===== src/rtl/mem_arbiter.sv =====
// rtl/mem_arbiter.sv - byte-serial RAM port arbiter between instruction fetch and the MEM stage.
// Optional build macro IO_STALL_EN adds io_buffer_full_i write stalling for the 0x3xxxx I/O window.
module mem_arbiter #(
  parameter int ADDR_W = 32
) (
`ifdef IO_STALL_EN
  input  logic              io_buffer_full_i,
`endif
  input  logic              clk,
  input  logic              rst,
  input  logic              if_req_i,
  input  logic [ADDR_W-1:0] if_addr_i,
  input  logic              if_flush_i,
  output logic [31:0]       if_data_o,
  output logic              if_done_o,
  input  logic              mem_req_i,
  input  logic              mem_wr_i,
  input  logic [1:0]        mem_len_i,
  input  logic [ADDR_W-1:0] mem_addr_i,
  input  logic [31:0]       mem_wdata_i,
  output logic [31:0]       mem_rdata_o,
  output logic              mem_done_o,
  output logic [ADDR_W-1:0] ram_a_o,
  output logic              ram_wr_o,
  output logic [7:0]        ram_dout_o,
  input  logic [7:0]        ram_din_i
);

  typedef enum logic [1:0] {
    IDLE   = 2'd0,
    IF_RD  = 2'd1,
    MEM_RD = 2'd2,
    MEM_WR = 2'd3
  } state_e;

  state_e            state_q, state_d;
  logic [2:0]        cnt_q, cnt_d, n_q, n_d;
  logic [ADDR_W-1:0] addr_q, addr_d, last_a_q, cur_a;
  logic [31:0]       wdata_q, wdata_d, buf_q, buf_d;
  logic [31:0]       if_data_q, if_data_d, mem_rdata_q, mem_rdata_d;
  logic              if_done_q, if_done_d, mem_done_q, mem_done_d;
  logic              done_any, accept_mem, accept_if, stall, rd_busy, last_rd;
  logic [1:0]        rd_byte;

  assign cur_a = addr_q + ADDR_W'(cnt_q);

`ifdef IO_STALL_EN
  assign stall = (state_q == MEM_WR) && (cur_a[17:16] == 2'b11) && io_buffer_full_i;
`else
  assign stall = 1'b0;
`endif

  // A flush arriving in the done cycle still kills the fetch result.
  assign if_done_o   = if_done_q & ~if_flush_i;
  assign mem_done_o  = mem_done_q;
  assign if_data_o   = if_data_q;
  assign mem_rdata_o = mem_rdata_q;

  assign done_any   = if_done_o | mem_done_q;
  assign accept_mem = (state_q == IDLE) && !done_any && mem_req_i;
  assign accept_if  = (state_q == IDLE) && !done_any && !mem_req_i && if_req_i && !if_flush_i;
  assign rd_busy    = (state_q == IF_RD) || (state_q == MEM_RD);
  assign last_rd    = rd_busy && (cnt_q == n_q);
  assign rd_byte    = cnt_q[1:0] - 2'd1;

  always_ff @(posedge clk) begin
    if (rst) state_q <= IDLE;
    else     state_q <= state_d;
  end

  always_comb begin
    state_d = state_q;
    case (state_q)
      IDLE: begin
        if (accept_mem)     state_d = mem_wr_i ? MEM_WR : MEM_RD;
        else if (accept_if) state_d = IF_RD;
      end
      IF_RD:   if (if_flush_i || last_rd) state_d = IDLE;
      MEM_RD:  if (last_rd) state_d = IDLE;
      MEM_WR:  if (!stall && (cnt_q == n_q - 3'd1)) state_d = IDLE;
      default: state_d = IDLE;
    endcase
  end

  always_comb begin
    ram_a_o    = last_a_q;
    ram_wr_o   = 1'b0;
    ram_dout_o = 8'h00;
    if ((rd_busy && (cnt_q < n_q)) || (state_q == MEM_WR)) ram_a_o = cur_a;
    if (state_q == MEM_WR) begin
      ram_dout_o = wdata_q[{cnt_q[1:0], 3'b000} +: 8];
      ram_wr_o   = !stall && !rst;
    end
  end

  always_comb begin
    cnt_d       = cnt_q;
    n_d         = n_q;
    addr_d      = addr_q;
    wdata_d     = wdata_q;
    buf_d       = buf_q;
    if_done_d   = 1'b0;
    mem_done_d  = 1'b0;
    if_data_d   = if_data_q;
    mem_rdata_d = mem_rdata_q;
    if (accept_mem || accept_if) begin
      cnt_d   = 3'd0;
      buf_d   = 32'h0;
      addr_d  = accept_mem ? mem_addr_i : if_addr_i;
      wdata_d = mem_wdata_i;
      n_d     = 3'd4;
      if (accept_mem) begin
        case (mem_len_i)
          2'd0:    n_d = 3'd1;
          2'd1:    n_d = 3'd2;
          default: n_d = 3'd4;
        endcase
      end
    end
    // Read data lags its address by a cycle, so byte i lands while the counter reads i+1.
    if (rd_busy && !((state_q == IF_RD) && if_flush_i)) begin
      cnt_d = cnt_q + 3'd1;
      if (cnt_q != 3'd0) buf_d[{rd_byte, 3'b000} +: 8] = ram_din_i;
      if (last_rd) begin
        if (state_q == IF_RD) begin
          if_done_d = 1'b1;
          if_data_d = buf_d;
        end else begin
          mem_done_d  = 1'b1;
          mem_rdata_d = buf_d;
        end
      end
    end
    if ((state_q == MEM_WR) && !stall) begin
      cnt_d = cnt_q + 3'd1;
      if (cnt_q == n_q - 3'd1) mem_done_d = 1'b1;
    end
  end

  always_ff @(posedge clk) begin
    if (rst) begin
      cnt_q       <= 3'd0;
      n_q         <= 3'd0;
      addr_q      <= '0;
      last_a_q    <= '0;
      wdata_q     <= 32'h0;
      buf_q       <= 32'h0;
      if_done_q   <= 1'b0;
      mem_done_q  <= 1'b0;
      if_data_q   <= 32'h0;
      mem_rdata_q <= 32'h0;
    end else begin
      cnt_q       <= cnt_d;
      n_q         <= n_d;
      addr_q      <= addr_d;
      last_a_q    <= ram_a_o;
      wdata_q     <= wdata_d;
      buf_q       <= buf_d;
      if_done_q   <= if_done_d;
      mem_done_q  <= mem_done_d;
      if_data_q   <= if_data_d;
      mem_rdata_q <= mem_rdata_d;
    end
  end

endmodule


===== config.mk =====
export PLATFORM = sky130hd
export DESIGN_NAME = mem_arbiter
export DESIGN_NICKNAME = d
export VERILOG_FILES = /design/src/rtl/mem_arbiter.sv
export SDC_FILE = /design/constraint.sdc
export NUM_CORES = 1
export LEC_CHECK = 0
export BUFFER_PORTS_ARGS = -buffer_cell sky130_fd_sc_hd__buf_2
export CAP_MARGIN = 25
export CORE_ASPECT_RATIO = 1.4
export CORE_MARGIN = 2
export CORE_UTILIZATION = 40
export DETAILED_ROUTE_END_ITERATION = 10
export HOLD_SLACK_MARGIN = 0.12
export SETUP_SLACK_MARGIN = 0.05
export SLEW_MARGIN = 5
export SYNTH_ARGS = -nofsm -noshare
export SYNTH_HDL_FRONTEND = slang
export SYNTH_SLANG_ARGS = --single-unit

===== constraint.sdc =====
create_clock -name clk -period 4.08 [get_ports clk]
set_input_delay 0 -clock clk [delete_from_list [all_inputs] [get_ports clk]]
set_output_delay 0 -clock clk [all_outputs]
set_load 0.1 [all_outputs]

; Word level (Yosys, flattened, before mapping)
; Cells that the tools add are included.
[word_totals]
register_bits = 202
input_bits = 112
out_inout_bits = 107
elab_cells = 88
[op_classes]
n_addsub = 5
order_cmp = 1
n_eq_ne = 10
shift = 3
muxes = 26
n_bitwise = 6
n_reduce_logical = 26
[ops]
columns = operator, n
row1 = $mux W32, 5
row2 = $add A32 B3 Y32, 1
row3 = $bwmux W32, 1
row4 = $shift A8 B7 Y32 const A, 1
row5 = $shiftx A32 B6 Y8, 1
row6 = $shiftx A8 B7 Y32, 1
row7 = $mux W3, 4
row8 = $mux W2, 5
row9 = $logic_and A1 B1 Y1, 9
row10 = $mux W1, 8
row11 = $mux W8, 1
row12 = $pmux W2 S4, 1
row13 = $neg A5 Y7, 1
row14 = $eq A3 B3 Y1, 2
row15 = $pmux W3 S2, 1
row16 = $reduce_and A3 Y1, 2
row17 = $reduce_bool A3 Y1, 2
row18 = $logic_not A1 Y1, 5
row19 = $eq A2 B1 Y1 const B, 2
row20 = $eq A2 B2 Y1 const B, 2
row21 = $logic_not A2 Y1, 2
row22 = $logic_or A1 B1 Y1, 4
row23 = $ne A2 B2 Y1 const B, 2
row24 = $not A1 Y1, 4
row25 = other kinds (10), 10

; Longest topological paths before layout
; Gate-level depths: netlist of the first run.
[depth]
depth_word = 13
depth_mapped = 9
mapped_depth_nobuf = 8

; Least setup slack after synthesis of the first run
; OpenSTA, ideal clock, no wires.
[synth_timing]
path_kind = register to register
startpoint = register cnt_q[1]
endpoint = register last_a_q[3]
setup_ps = 75
arrival_ps = 3769
required_time_ps = 4005
slack_ps = 236
path_stages_with_launch = 6
n_path_buf = 0
period_less_slack_ps = 3844
cell_sequence = dfxtp_1 -> ha_1 -> a211oi_1 -> nor2_1 -> o31ai_1 -> nor2b_1
[synth_via]
elab_chain_cells = 4
elab_cells_between_ends = 5
classes_between = 1 x add/sub / 1 x order compare / 1 x mux / 2 x reduce/logical
[synth_lines]
columns = item, line_no
row1 = "start, declared", 37  ; logic [2:0] cnt_q, cnt_d, n_q, n_d;
row2 = "start signal, assigned", 153  ; cnt_q <= cnt_d;
row3 = "parallel branches: the longest is 3 deep, another holds $add A32 B3 Y32", -
row4 = $mux W32 (*), 89  ; if ((rd_busy && (cnt_q < n_q)) || (state_q == MEM_WR)) ram_a_o = cur_a;
row5 = named net ram_a_o[3], 23  ; output logic [ADDR_W-1:0] ram_a_o,
row6 = "end signal, assigned", 156  ; last_a_q <= ram_a_o;
row7 = "end, declared", 38  ; logic [ADDR_W-1:0] addr_q, addr_d, last_a_q, cur_a;
; Mark *: on every way through the listed nets, which the timed path passes.
; A chain may end at the register's enable or synchronous reset.

; Final worst setup path of the first run
[layout_timing]
startpoint = register state_q[0]
endpoint = register addr_q[30]
[layout_via]
elab_chain_cells = 6
elab_cells_between_ends = 8
classes_between = 1 x mux / 7 x reduce/logical
[layout_lines]
columns = item, line_no
row1 = "start, declared", 36  ; state_e state_q, state_d;
row2 = "start signal, assigned", 68  ; else state_q <= state_d;
row3 = $logic_not A2 Y1 (*), "60, 61"
row4 = $logic_and A1 B1 Y1 (*), "60, 61"
row5 = $logic_and A1 B1 Y1 (3 in series), 61  ; assign accept_if = (state_q == IDLE) && !done_any && !mem_req_i && if_req_i && !if_flush_i;
row6 = $logic_or A1 B1 Y1, 106  ; if (accept_mem || accept_if) begin
row7 = "end signal, assigned", 155  ; addr_q <= addr_d;
row8 = "end, declared", 38
; Mark *: on every way between the ends. The rest lies on a longest branch, timed or not.

==> results by group, run 1 <==
Logic synthesis
  – Post-synth top area share: 44.1%
  – Post-Syn Area: 9160 um2
  – Flops & latches, synth: 202
  – Sequential area share after synthesis: 44.1%
  – Syn nets: 1180
  – Yosys cell types: 58
  – Top cells by area, synth: dfxtp_1, a211oi_1, nor2_1
  – Post-synth EDFFs: 0
  – Most frequent cell after synthesis: dfxtp_1
  – Syn Area/Cell: 8.73 um2
  – Async SR Flop Fraction: 0%
  – Area leader, netlist: dfxtp_1
  – Yosys warns: 0
  – Top FF cell, synth: dfxtp_1
  – Post-synth top cells: dfxtp_1, nor2_1, nand2_1
  – Synth Instances: 1050

Setup path
  – Worst path cell trace: inv_1, ha_1, nor2b_1, and3_1, buf_4, o221ai_1, dlygate4sd3_1, a21oi_1, dlygate4sd3_1
  – CP Launch Type: flip-flop
  – Slowest-stage cell, CP: and3_1
  – Worst Path Arrival: 3.95 ns
  – RR Startpoint: state_q[0]
  – Crit-path max FO: 25
  – CP Capture Type: flip-flop
  – Max incr delay on CP: 0.82 ns
  – CP required: 4.51 ns
  – Worst path buffer plus inverter count: 4
  – Delay-heaviest family, CP: buffers and inverters
  – CP startpoint: state_q[0]
  – Critical path class: reg2reg
  – CP dominant cell by count: dlygate4sd3_1

Pwr
  – Register share of total power: 26.3%
  – Final total power: 9.64 mW
  – Power share of the clock group: 21.4%
  – Lkg Pwr: 4.85 nW
  – Switching Power: 4.84 mW
  – Combinational share of power: 52.3%
  – Pwr per Cell Area: 770 nW/um2
  – Sw frac: 50.2%
  – Maximum VDD drop: 0.696 mV
  – P_int: 4.80 mW

STA
  – Max Fclk: 285 MHz
  – Skew final: 0.0111 ns
  – Setup TNS: 0 ns
  – Hold Vio Cnt, Final: 0
  – RSZ-0062 raised after global routing: no
  – Tightest Pin Transition: 0.950 ns
  – Fin crit period: 3.51 ns
  – Slew Viols, Final: 0
  – Tcrit/Tclk final: 86.1%
  – Setup-failing EPs final: 0
  – Max_slew headroom: 36.7%

Detailed routing
  – Drt total wl: 27200 um
  – Via count: 8792
  – DRC viols: 0
  – Routed len/inst: 16.3 um
  – Vias per Instance: 5.27
  – Detailed Route Iter0 Violations: 393
  – Top Metal Used: met4
  – Met2 WL: 13900 um
  – Met3 Wirelength: 1140 um
  – Drt first pass iters: 5
  – Final ANT Viol Nets: 0
  – Metal-1 WL: 11300 um

Clock tree
  – CTS H-Tree Depth: 1
  – Cts-stage hold buffer count: 130
  – CTS tree: yes
  – Num Clock Sinks: 202
  – Setup Buffers After CTS: 0
  – CTS buffer count: 21
  – Clk root buf: clkbuf_16
  – CTS max path bufs: 3
  – # resized after CTS: 0
  – Clock-pin slew on the worst setup and hold paths: 0.07 ns
  – Worst-Skew Late Latency: 0.50 ns

Hold path
  – Worst hold-check path type: in2reg
  – Worst Hold Launch: mem_wdata_i[22]

Die
  – Die height: 183 um
  – Core area: 22500 um2
  – Placement Rows: 65
  – Full die area: 24200 um2
  – Initial core utilization: 40.7%
  – Die X: 132 um
  – Ports: 219

Finish
  – Area grow syn2layout: 36.5%
  – Post-layout net count: 1482
  – Share of layout cells above drive strength 1: 22.9%
  – Core Util, Final: 55.5%

Placement
  – GPL Wtd Cong: 0.787
  – IO Port Bufs: 218
  – HPWL Detailed: 17800 um

Global route
  – Gr usage total: 22.0%
  – Number of global-route vias before repair: 8658
  – Largest net degree at the start of global routing: 85
  – Initial antenna violation count: 1
  – Overflow after GRT: 0
  – First-pass GRT wire length: 44300 um

Flow run
  – Max cap viols: 0

Outcome
  – Outcome: completed
[routing by layer]
metal	vias up	GRT usage (%)
met3	57	3.26
met4	0	7.65
met1	4131	26.1
li1	4385	-
met5	-	0
met2	219	40.3
[path summary, 6_finish.rpt]
check                endpoint  cells past startpoint  slack, ns
setup reg to reg   addr_q[30]                      9       0.57
setup / recovery   addr_q[30]                      9       0.57
hold / removal    wdata_q[22]                      4       0.29
hold reg to reg   wdata_q[12]                      2       0.45
[power by group through the flow]
stage               Clock [mW]  Combinational (mW)  Sequential [mW]
finish                    2.06                5.04             2.54
floorplan                    0                3.50             2.95
CTS                       2.11                4.99             2.54
detailed placement           0                4.68             2.58
global placement             0                4.65             2.57
global route              2.20                5.38             2.58
[flip-flops by register name, indices dropped and copies added, names as in the netlist]
| name | count |
|---|---|
| addr_q | 32 |
| buf_q | 32 |
| if_data_o | 32 |
| last_a_q | 32 |
| mem_rdata_o | 32 |
| wdata_q | 32 |
| cnt_q | 3 |
| n_q | 3 |
| state_q | 2 |
| if_done_q | 1 |
| mem_done_o | 1 |
[kinds of logic after synthesis]
kind of cell	count (synthesis)	synth area share (%)
buffers and inverters	105	5.07
flip-flops	202	44.1
AND/OR/NAND/NOR	390	20.5
multiplexers	9	2.08
AO/OA/AOI/OAI	298	22.8
XOR/XNOR	28	2.84
adder cells (fa/ha/maj)	18	2.54
[cell usage in the layout (no fill, tap or decap), types with 17 or more instances in the layout]
master / instances
buf_2: 217
dfxtp_1: 202
nor2_1: 140
dlygate4sd3_1: 130
nand2_1: 123
a21oi_1: 93
a211oi_1: 82
nand3_1: 40
o221ai_1: 33
a32oi_1: 32
o21a_1: 24
xnor2_1: 22
clkbuf_16: 21
nor2b_1: 19
ha_1: 17
[stage by stage]
stage          cells  setup slack [ns]  area (um2)  hold WS [ns]
6_report        1667             0.566       12500         0.292
5_1_grt         1667             0.192       12500         0.306
3_3_place_gp    1496              1.28       10400         0.243
2_1_floorplan   1050             0.236        9160         0.136
4_1_cts         1663             0.567       12400         0.276
3_5_place_dp    1497              1.27       10400         0.251
[layout make-up]
type / instances / area (um2)
inverters: 16 / 60.1
well taps: 301 / 377
flip-flops and latches: 202 / 4040
clock buffers: 28 / 592
multi-input cells: 743 / 4680
fillers: 2126 / 10000
repair buffers: 368 / 2610
diodes: 1 / 2.50
clock inverters: 8 / 143
[worst min-delay path: cells and delay by family]
family,cells,cell delay [ns]
buf+inv,2,0.65
compound gates,1,0.05
simple gates,1,0.05
Power figures use the tool's default switching activity.
==> run 2: changes to the inputs <==
--- a/config.mk
+++ b/config.mk
@@ -12,6 +12,7 @@
 export CORE_UTILIZATION = 40
 export DETAILED_ROUTE_END_ITERATION = 10
 export HOLD_SLACK_MARGIN = 0.12
+export RECOVER_POWER = 100
 export SETUP_SLACK_MARGIN = 0.05
 export SLEW_MARGIN = 5
 export SYNTH_ARGS = -nofsm -noshare
==> run 2 against run 1 <==
- critical endpoint is now ram_a_o[22]
- critical path depth did not move
- worst hold slack improved by 0.00065 ns
- flip-flop and latch count did not move
- non-clock buffer count did not move
- final area fell by 2.0%
- clock-buffer cell count did not move
- sequential share of layout area rose by 0.64 points
- register-to-register slack got worse by 0.05 ns
- critical path type is now reg2out
- clock power barely moved
- global-route usage did not move
- power fell by 0.55%
==> results by group, run 2 (synthesis results as in run 1) <==
STA
  – Tcrit/Tclk final: 88.7% (+2.5 points)
  – RSZ-0062 raised after global routing: no
  – Setup TNS: 0 ns (unchanged)
  – Tightest Pin Transition: 1.39 ns (+0.443 ns)
  – Slew Viols, Final: 0 (unchanged)
  – Hold Vio Cnt, Final: 0 (unchanged)
  – Max_slew headroom: 6.24% (-30 points)
  – Fin crit period: 3.62 ns (+0.103 ns)
  – Max Fclk: 276 MHz (-2.9%)
  – Skew final: 0.0107 ns (-0.000470 ns)
  – Setup-failing EPs final: 0 (unchanged)

Detailed routing
  – Drt first pass iters: 4 (-1)
  – Routed len/inst: 16.3 um (+0.14%)
  – Detailed Route Iter0 Violations: 419 (+6.6%)
  – DRC viols: 0 (unchanged)
  – Vias per Instance: 5.27 (about the same)
  – Final ANT Viol Nets: 0 (unchanged)
  – Drt total wl: 27200 um (+0.14%)
  – Via count: 8787 (-0.057%)

Placement
  – HPWL Detailed: 17800 um (unchanged)
  – IO Port Bufs: 218 (unchanged)
  – GPL Wtd Cong: 0.787 (unchanged)

Finish
  – Most common cell after layout, fill and taps aside: dfxtp_1
  – Commonest cells after routing, fill and taps aside: dfxtp_1, nor2_1, dlygate4sd3_1
  – Post-layout net count: 1482 (unchanged)
  – Share of layout cells above drive strength 1: 15.2% (-7.8 points)
  – Area grow syn2layout: 33.8%
  – Fill count: 2186 (+2.8%)

Setup path
  – CP Launch Type: flip-flop
  – Worst path buffer plus inverter count: 2 (-2)
  – Critical path class: reg2out
  – CP Capture Type: output pin
  – Crit-path max FO: 14 (-44%)
  – Slowest-stage cell, CP: dfxtp_1
  – Worst Path Arrival: 3.62 ns (-0.33 ns)
  – CP required: 4.08 ns (-0.43 ns)
  – Worst path cell trace: ha_1, inv_1, fa_1, nor2b_1, o21ai_1, nor4_1, xnor2_1, a21oi_1, clkbuf_2
  – Delay-heaviest family, CP: simple AND/OR/NAND/NOR gates
  – Max incr delay on CP: 0.53 ns (-0.29 ns)

Clock tree
  – Clk root buf: clkbuf_16
  – Num Clock Sinks: 202 (unchanged)
  – CTS H-Tree Depth: 1 (unchanged)
  – Worst-Skew Late Latency: 0.50 ns (about the same)
  – Clock-pin slew on the worst setup and hold paths: 0.07 ns (about the same)
  – Cts-stage hold buffer count: 130 (unchanged)
  – # resized after CTS: 0 (unchanged)
  – Setup Buffers After CTS: 0 (unchanged)
  – CTS max path bufs: 3 (unchanged)
  – CTS tree: yes
  – CTS buffer count: 21 (unchanged)

Die
  – Die height: 183 um (unchanged)
  – Full die area: 24200 um2 (unchanged)
  – Die X: 132 um (unchanged)
  – Placement Rows: 65 (unchanged)
  – Initial core utilization: 40.7% (unchanged)
  – Ports: 219 (unchanged)
  – Core area: 22500 um2 (unchanged)

Pwr
  – Pwr per Cell Area: 781 nW/um2 (+1.4%)
  – Lkg Pwr: 4.39 nW (-9.5%)
  – Power share of the clock group: 21.5% (about the same)
  – Combinational share of power: 52.0% (-0.3 points)
  – Sw frac: 50.6% (+0.38 points)
  – Switching Power: 4.85 mW (+0.20%)
  – P_int: 4.73 mW (-1.3%)
  – Register share of total power: 26.5% (+0.2 points)
  – Maximum VDD drop: 0.669 mV (-3.8%)
  – Final total power: 9.58 mW (-0.55%)

Global route
  – Initial antenna violation count: 1 (unchanged)
  – Largest net degree at the start of global routing: 85 (unchanged)
  – First-pass GRT wire length: 44300 um (unchanged)
  – Gr usage total: 22.0% (unchanged)
  – Number of global-route vias before repair: 8658 (unchanged)
  – Overflow after GRT: 0 (unchanged)

Flow run
  – Max cap viols: 0 (unchanged)

Hold path
  – Worst hold-check path type: in2reg

Outcome
  – Outcome: completed
==> run 2: cell type report <==
class	count	area, um2	area share [%]
Tap cell	301	377	3.07
Clock buffer	28	592	4.83
Antenna cell	1	2.50	0.0204
Clock inverter	8	143	1.16
Inverter	16	60.1	0.490
Sequential cell	202	4040	33.0
Multi-Input combinational cell	743	4560	37.1
Timing Repair Buffer	368	2490	20.3
==> run 2: layer usage <==
layer	part of all wire, %	vias to the layer above	global-route usage (%)	wire [um]
met2	51	215	40.3	13900
met1	42	4130	26.1	11300
met3	4.3	54	3.26	1170
met4	2.8	0	7.65	764
met5	0	-	0	0
li1	-	4388	-	-
==> run 2: path summary, 6_finish.rpt <==
path                 end       startpoint  slack (ns)  cells past startpoint
max          ram_a_o[22]         cnt_q[0]        0.46                      9
min          wdata_q[22]  mem_wdata_i[22]        0.29                      4
max reg2reg   addr_q[30]       state_q[0]        0.52                      9
min reg2reg  wdata_q[16]      wdata_q[16]        0.45                      2
==> run 2: power groups by stage <==
stage | registers, mW | clock network (mW) | logic, mW
2_1_floorplan | 2.95 | 0 | 3.50
3_3_place_gp | 2.57 | 0 | 4.65
3_5_place_dp | 2.58 | 0 | 4.68
4_1_cts | 2.54 | 2.11 | 4.99
5_1_grt | 2.58 | 2.20 | 5.32
6_report | 2.54 | 2.06 | 4.98
==> run 2: worst min-delay path, stage by stage <==
cell and delay (ns):
dlygate4sd3_1 0.53, buf_2 0.12, nand2_1 0.05, a21oi_1 0.05
==> run 2: through the flow <==
stage / cells / hold slack, ns / util, % / instance area (um2) / worst slack (ns)
after floorplan: 1050 / 0.136 / - / 9160 / 0.236
after global placement: 1496 / 0.243 / 46.1 / 10400 / 1.28
after detailed placement: 1497 / 0.251 / 46.2 / 10400 / 1.27
after CTS: 1663 / 0.276 / 55.2 / 12400 / 0.567
after global routing: 1667 / 0.306 / 54.4 / 12300 / 0.150
final: 1667 / 0.293 / 54.4 / 12300 / 0.463
==> run 3: changes to the inputs <==
==> constraint.sdc (replaced) <==
create_clock -name clk -period 4 [get_ports clk]
set_input_delay 0 -clock clk [delete_from_list [all_inputs] [get_ports clk]]
set_output_delay 0 -clock clk [all_outputs]
set_load 0.1 [all_outputs]
==> run 3 against run 2 <==
- the flow now finishes with violations (max-capacitance violations, max-slew violations)
- worst hold slack got worse by 0.0088 ns
- power fell by 0.89%
- combinational power about the same
- clock power down 6%
- critical endpoint is now ram_a_o[18]
- largest power group unchanged
- highest routed layer unchanged
==> results by group, run 3 (synthesis results as in run 1) <==
Outcome
  – Outcome: finished with violations
  – Failing checks: max-capacitance violations, max-slew violations

Die
  – Ports: 219 (unchanged)
  – Core area: 22500 um2 (unchanged)
  – Die height: 183 um (unchanged)
  – Initial core utilization: 40.7% (unchanged)
  – Die X: 132 um (unchanged)
  – Placement Rows: 65 (unchanged)
  – Full die area: 24200 um2 (unchanged)

Detailed routing
  – Detailed Route Iter0 Violations: 368 (-12%)
  – Routed len/inst: 16.0 um (-2.0%)
  – Final ANT Viol Nets: 0 (unchanged)
  – Vias per Instance: 5.27 (about the same)
  – DRC viols: 0 (unchanged)
  – Via count: 8690 (-1.1%)
  – Drt first pass iters: 5 (+1)
  – Drt total wl: 26300 um (-3.2%)

Setup path
  – Worst Path Arrival: 3.72 ns (+0.10 ns)
  – Setup crit end: ram_a_o[18]
  – Delay-heaviest family, CP: compound AO/OA/AOI/OAI gates
  – CP startpoint: cnt_q[2]
  – Worst path cell trace: ha_1, nor2b_1, o21ai_1, nor3_1, xnor2_1, a21oi_1, clkbuf_2
  – Max incr delay on CP: 1.14 ns (+0.61 ns)
  – Critical path class: reg2out
  – CP required: 4.00 ns (-0.08 ns)
  – Slowest-stage cell, CP: o21ai_1
  – Worst r2r path cells: 9 (unchanged)
  – CP Launch Type: flip-flop
  – RR Startpoint: state_q[1]
  – Flop2flop setup slack: 0.41 ns (-0.11 ns)
  – Worst path buffer plus inverter count: 1 (-1)
  – CP Capture Type: output pin
  – WP depth: 7 (-2)
  – Crit-path max FO: 14 (unchanged)
  – R2R Path End: addr_q[1]

STA
  – Tcrit/Tclk final: 92.9%
  – Setup-failing EPs final: 0 (unchanged)
  – Slew Viols, Final: 42 (+42)
  – Max Fclk: 269 MHz
  – RSZ-0062 raised after global routing: no
  – Hold Vio Cnt, Final: 0 (unchanged)
  – Fin crit period: 3.72 ns
  – Skew final: 0.0204 ns (+0.00977 ns)
  – Setup TNS: 0 ns (unchanged)
  – Tightest Pin Transition: 1.78 ns (+0.388 ns)
  – Max_slew headroom: -19.2% (-25 points)

Global route
  – Largest net degree at the start of global routing: 131 (+54%)
  – Met2 Use GR: 39.6% (-0.69 points)
  – Gr usage total: 21.2% (-0.86 points)
  – First-pass GRT wire length: 42200 um (-4.7%)
  – Overflow after GRT: 0 (unchanged)
  – Met1 Track Usage GR: 24.5% (-1.7 points)
  – GR peak layer: met2
  – Number of global-route vias before repair: 8303 (-4.1%)
  – Initial antenna violation count: 0 (-1)
  – GR Util met3: 3.62% (+0.36 points)

Clock tree
  – Worst-Skew Late Latency: 0.50 ns (about the same)
  – CTS buffer count: 21 (unchanged)
  – Clock-pin slew on the worst setup and hold paths: 0.06 ns (about the same)
  – CTS H-Tree Depth: 1 (unchanged)
  – Num Clock Sinks: 202 (unchanged)
  – CTS tree: yes
  – CTS max path bufs: 3 (unchanged)
  – Setup Buffers After CTS: 0 (unchanged)
  – Clk root buf: clkbuf_16

Hold path
  – Worst hold-check path type: in2reg

Placement
  – Placed Area: 10400 um2 (-0.17%)
  – GPL Wtd Cong: 0.778 (-1.2%)
  – IO Port Bufs: 218 (unchanged)
  – HPWL Detailed: 17300 um (-2.7%)

Finish
  – Fill count: 2172 (-0.64%)
  – N_diodes: 0 (-1)
  – Final instance area: 12100 um2 (-1.5%)
  – Commonest cells after routing, fill and taps aside: dfxtp_1, nor2_1, nand2_1
  – Area grow syn2layout: 31.9%
  – Most common cell after layout, fill and taps aside: dfxtp_1
  – Share of layout cells above drive strength 1: 16.2% (+1.0 points)
  – Post-layout net count: 1464 (-1.2%)

Pwr
  – Maximum VDD drop: 0.653 mV (-2.5%)
  – Lkg Pwr: 4.31 nW (-1.8%)
  – Pwr per Cell Area: 786 nW/um2 (+0.58%)

Flow run
  – Max cap viols: 2 (+2)
-- run 3: cell count changes in the layout (fill, tap and decap cells not counted), moves of 2 or more --
cell,before,now
nor4_1,16,9
nor4_2,0,5
buf_4,12,10
clkbuf_2,21,32
clkbuf_8,4,2
clkbuf_1,92,82
inv_6,0,2
nor4_4,0,2
dlygate4sd3_1,130,117
bufinv_16,4,2
-- run 3: area by class of cell --
cell class	count	area (um2)	area share, %
clock buffer	28	572	4.73
clock inverter	8	103	0.849
inverter	16	60.1	0.497
multi-input combinational	743	4610	38.1
sequential	202	4040	33.5
tap	301	377	3.12
timing repair buffer	350	2320	19.2
-- run 3: worst reg2reg max path, cell delays in order (launching register included) --
cell	delay [ns]
dfxtp_1	0.34
inv_1	0.09
ha_1	0.18
nor2b_1	0.25
o211a_2	0.58
buf_4	0.51
o221ai_1	0.26
dlygate4sd3_1	0.64
a21oi_1	0.14
dlygate4sd3_1	0.56
-- run 3: metrics by stage --
stage                     setup WS (ns)  instances  power, mW  util, %  hold WS, ns
after global placement             1.44       1494       7.35     46.1        0.244
after floorplan                   0.156       1050       6.58        -        0.136
after detailed placement           1.35       1494       7.39     46.1        0.248
after CTS                         0.434       1647       9.59     54.3        0.268
after global routing              0.106       1648       10.0     53.7        0.293
final                             0.282       1648       9.50     53.7        0.284
-- run 3: per-layer routing --
layer / share of wire [%] / vias to the layer above
met5: 0 / -
met4: 2.5 / 0
met3: 4.6 / 52
met2: 52 / 210
met1: 41 / 4076
li1: - / 4352
-- run 3: worst min path at each step --
stage / cells after the start / from / slack [ns] / end
finish: 4 / mem_wdata_i[15] / 0.28 / wdata_q[15]
global route: 4 / mem_wdata_i[21] / 0.29 / wdata_q[21]
CTS: 4 / mem_wdata_i[7] / 0.27 / wdata_q[7]
detailed placement: 3 / mem_wdata_i[30] / 0.25 / wdata_q[30]
global placement: 3 / mem_wdata_i[30] / 0.24 / wdata_q[30]
floorplan: 2 / mem_wdata_i[0] / 0.14 / wdata_q[0]
-- run 3: power breakdown --
part / leakage, nW / internal, mW / switching, mW
logic: 2.34 / 1.11 / 3.88
clock network: 0.325 / 1.14 / 0.794
registers: 1.64 / 2.36 / 0.218
total: 4.31 / 4.61 / 4.89
-- run 3: repair_timing --
| item | in CTS | in global routing |
|---|---|---|
| hold buffers | 117 | 0 |
| gates resized for setup | 0 | 0 |
| hold endpoints to repair | 169 | 0 |
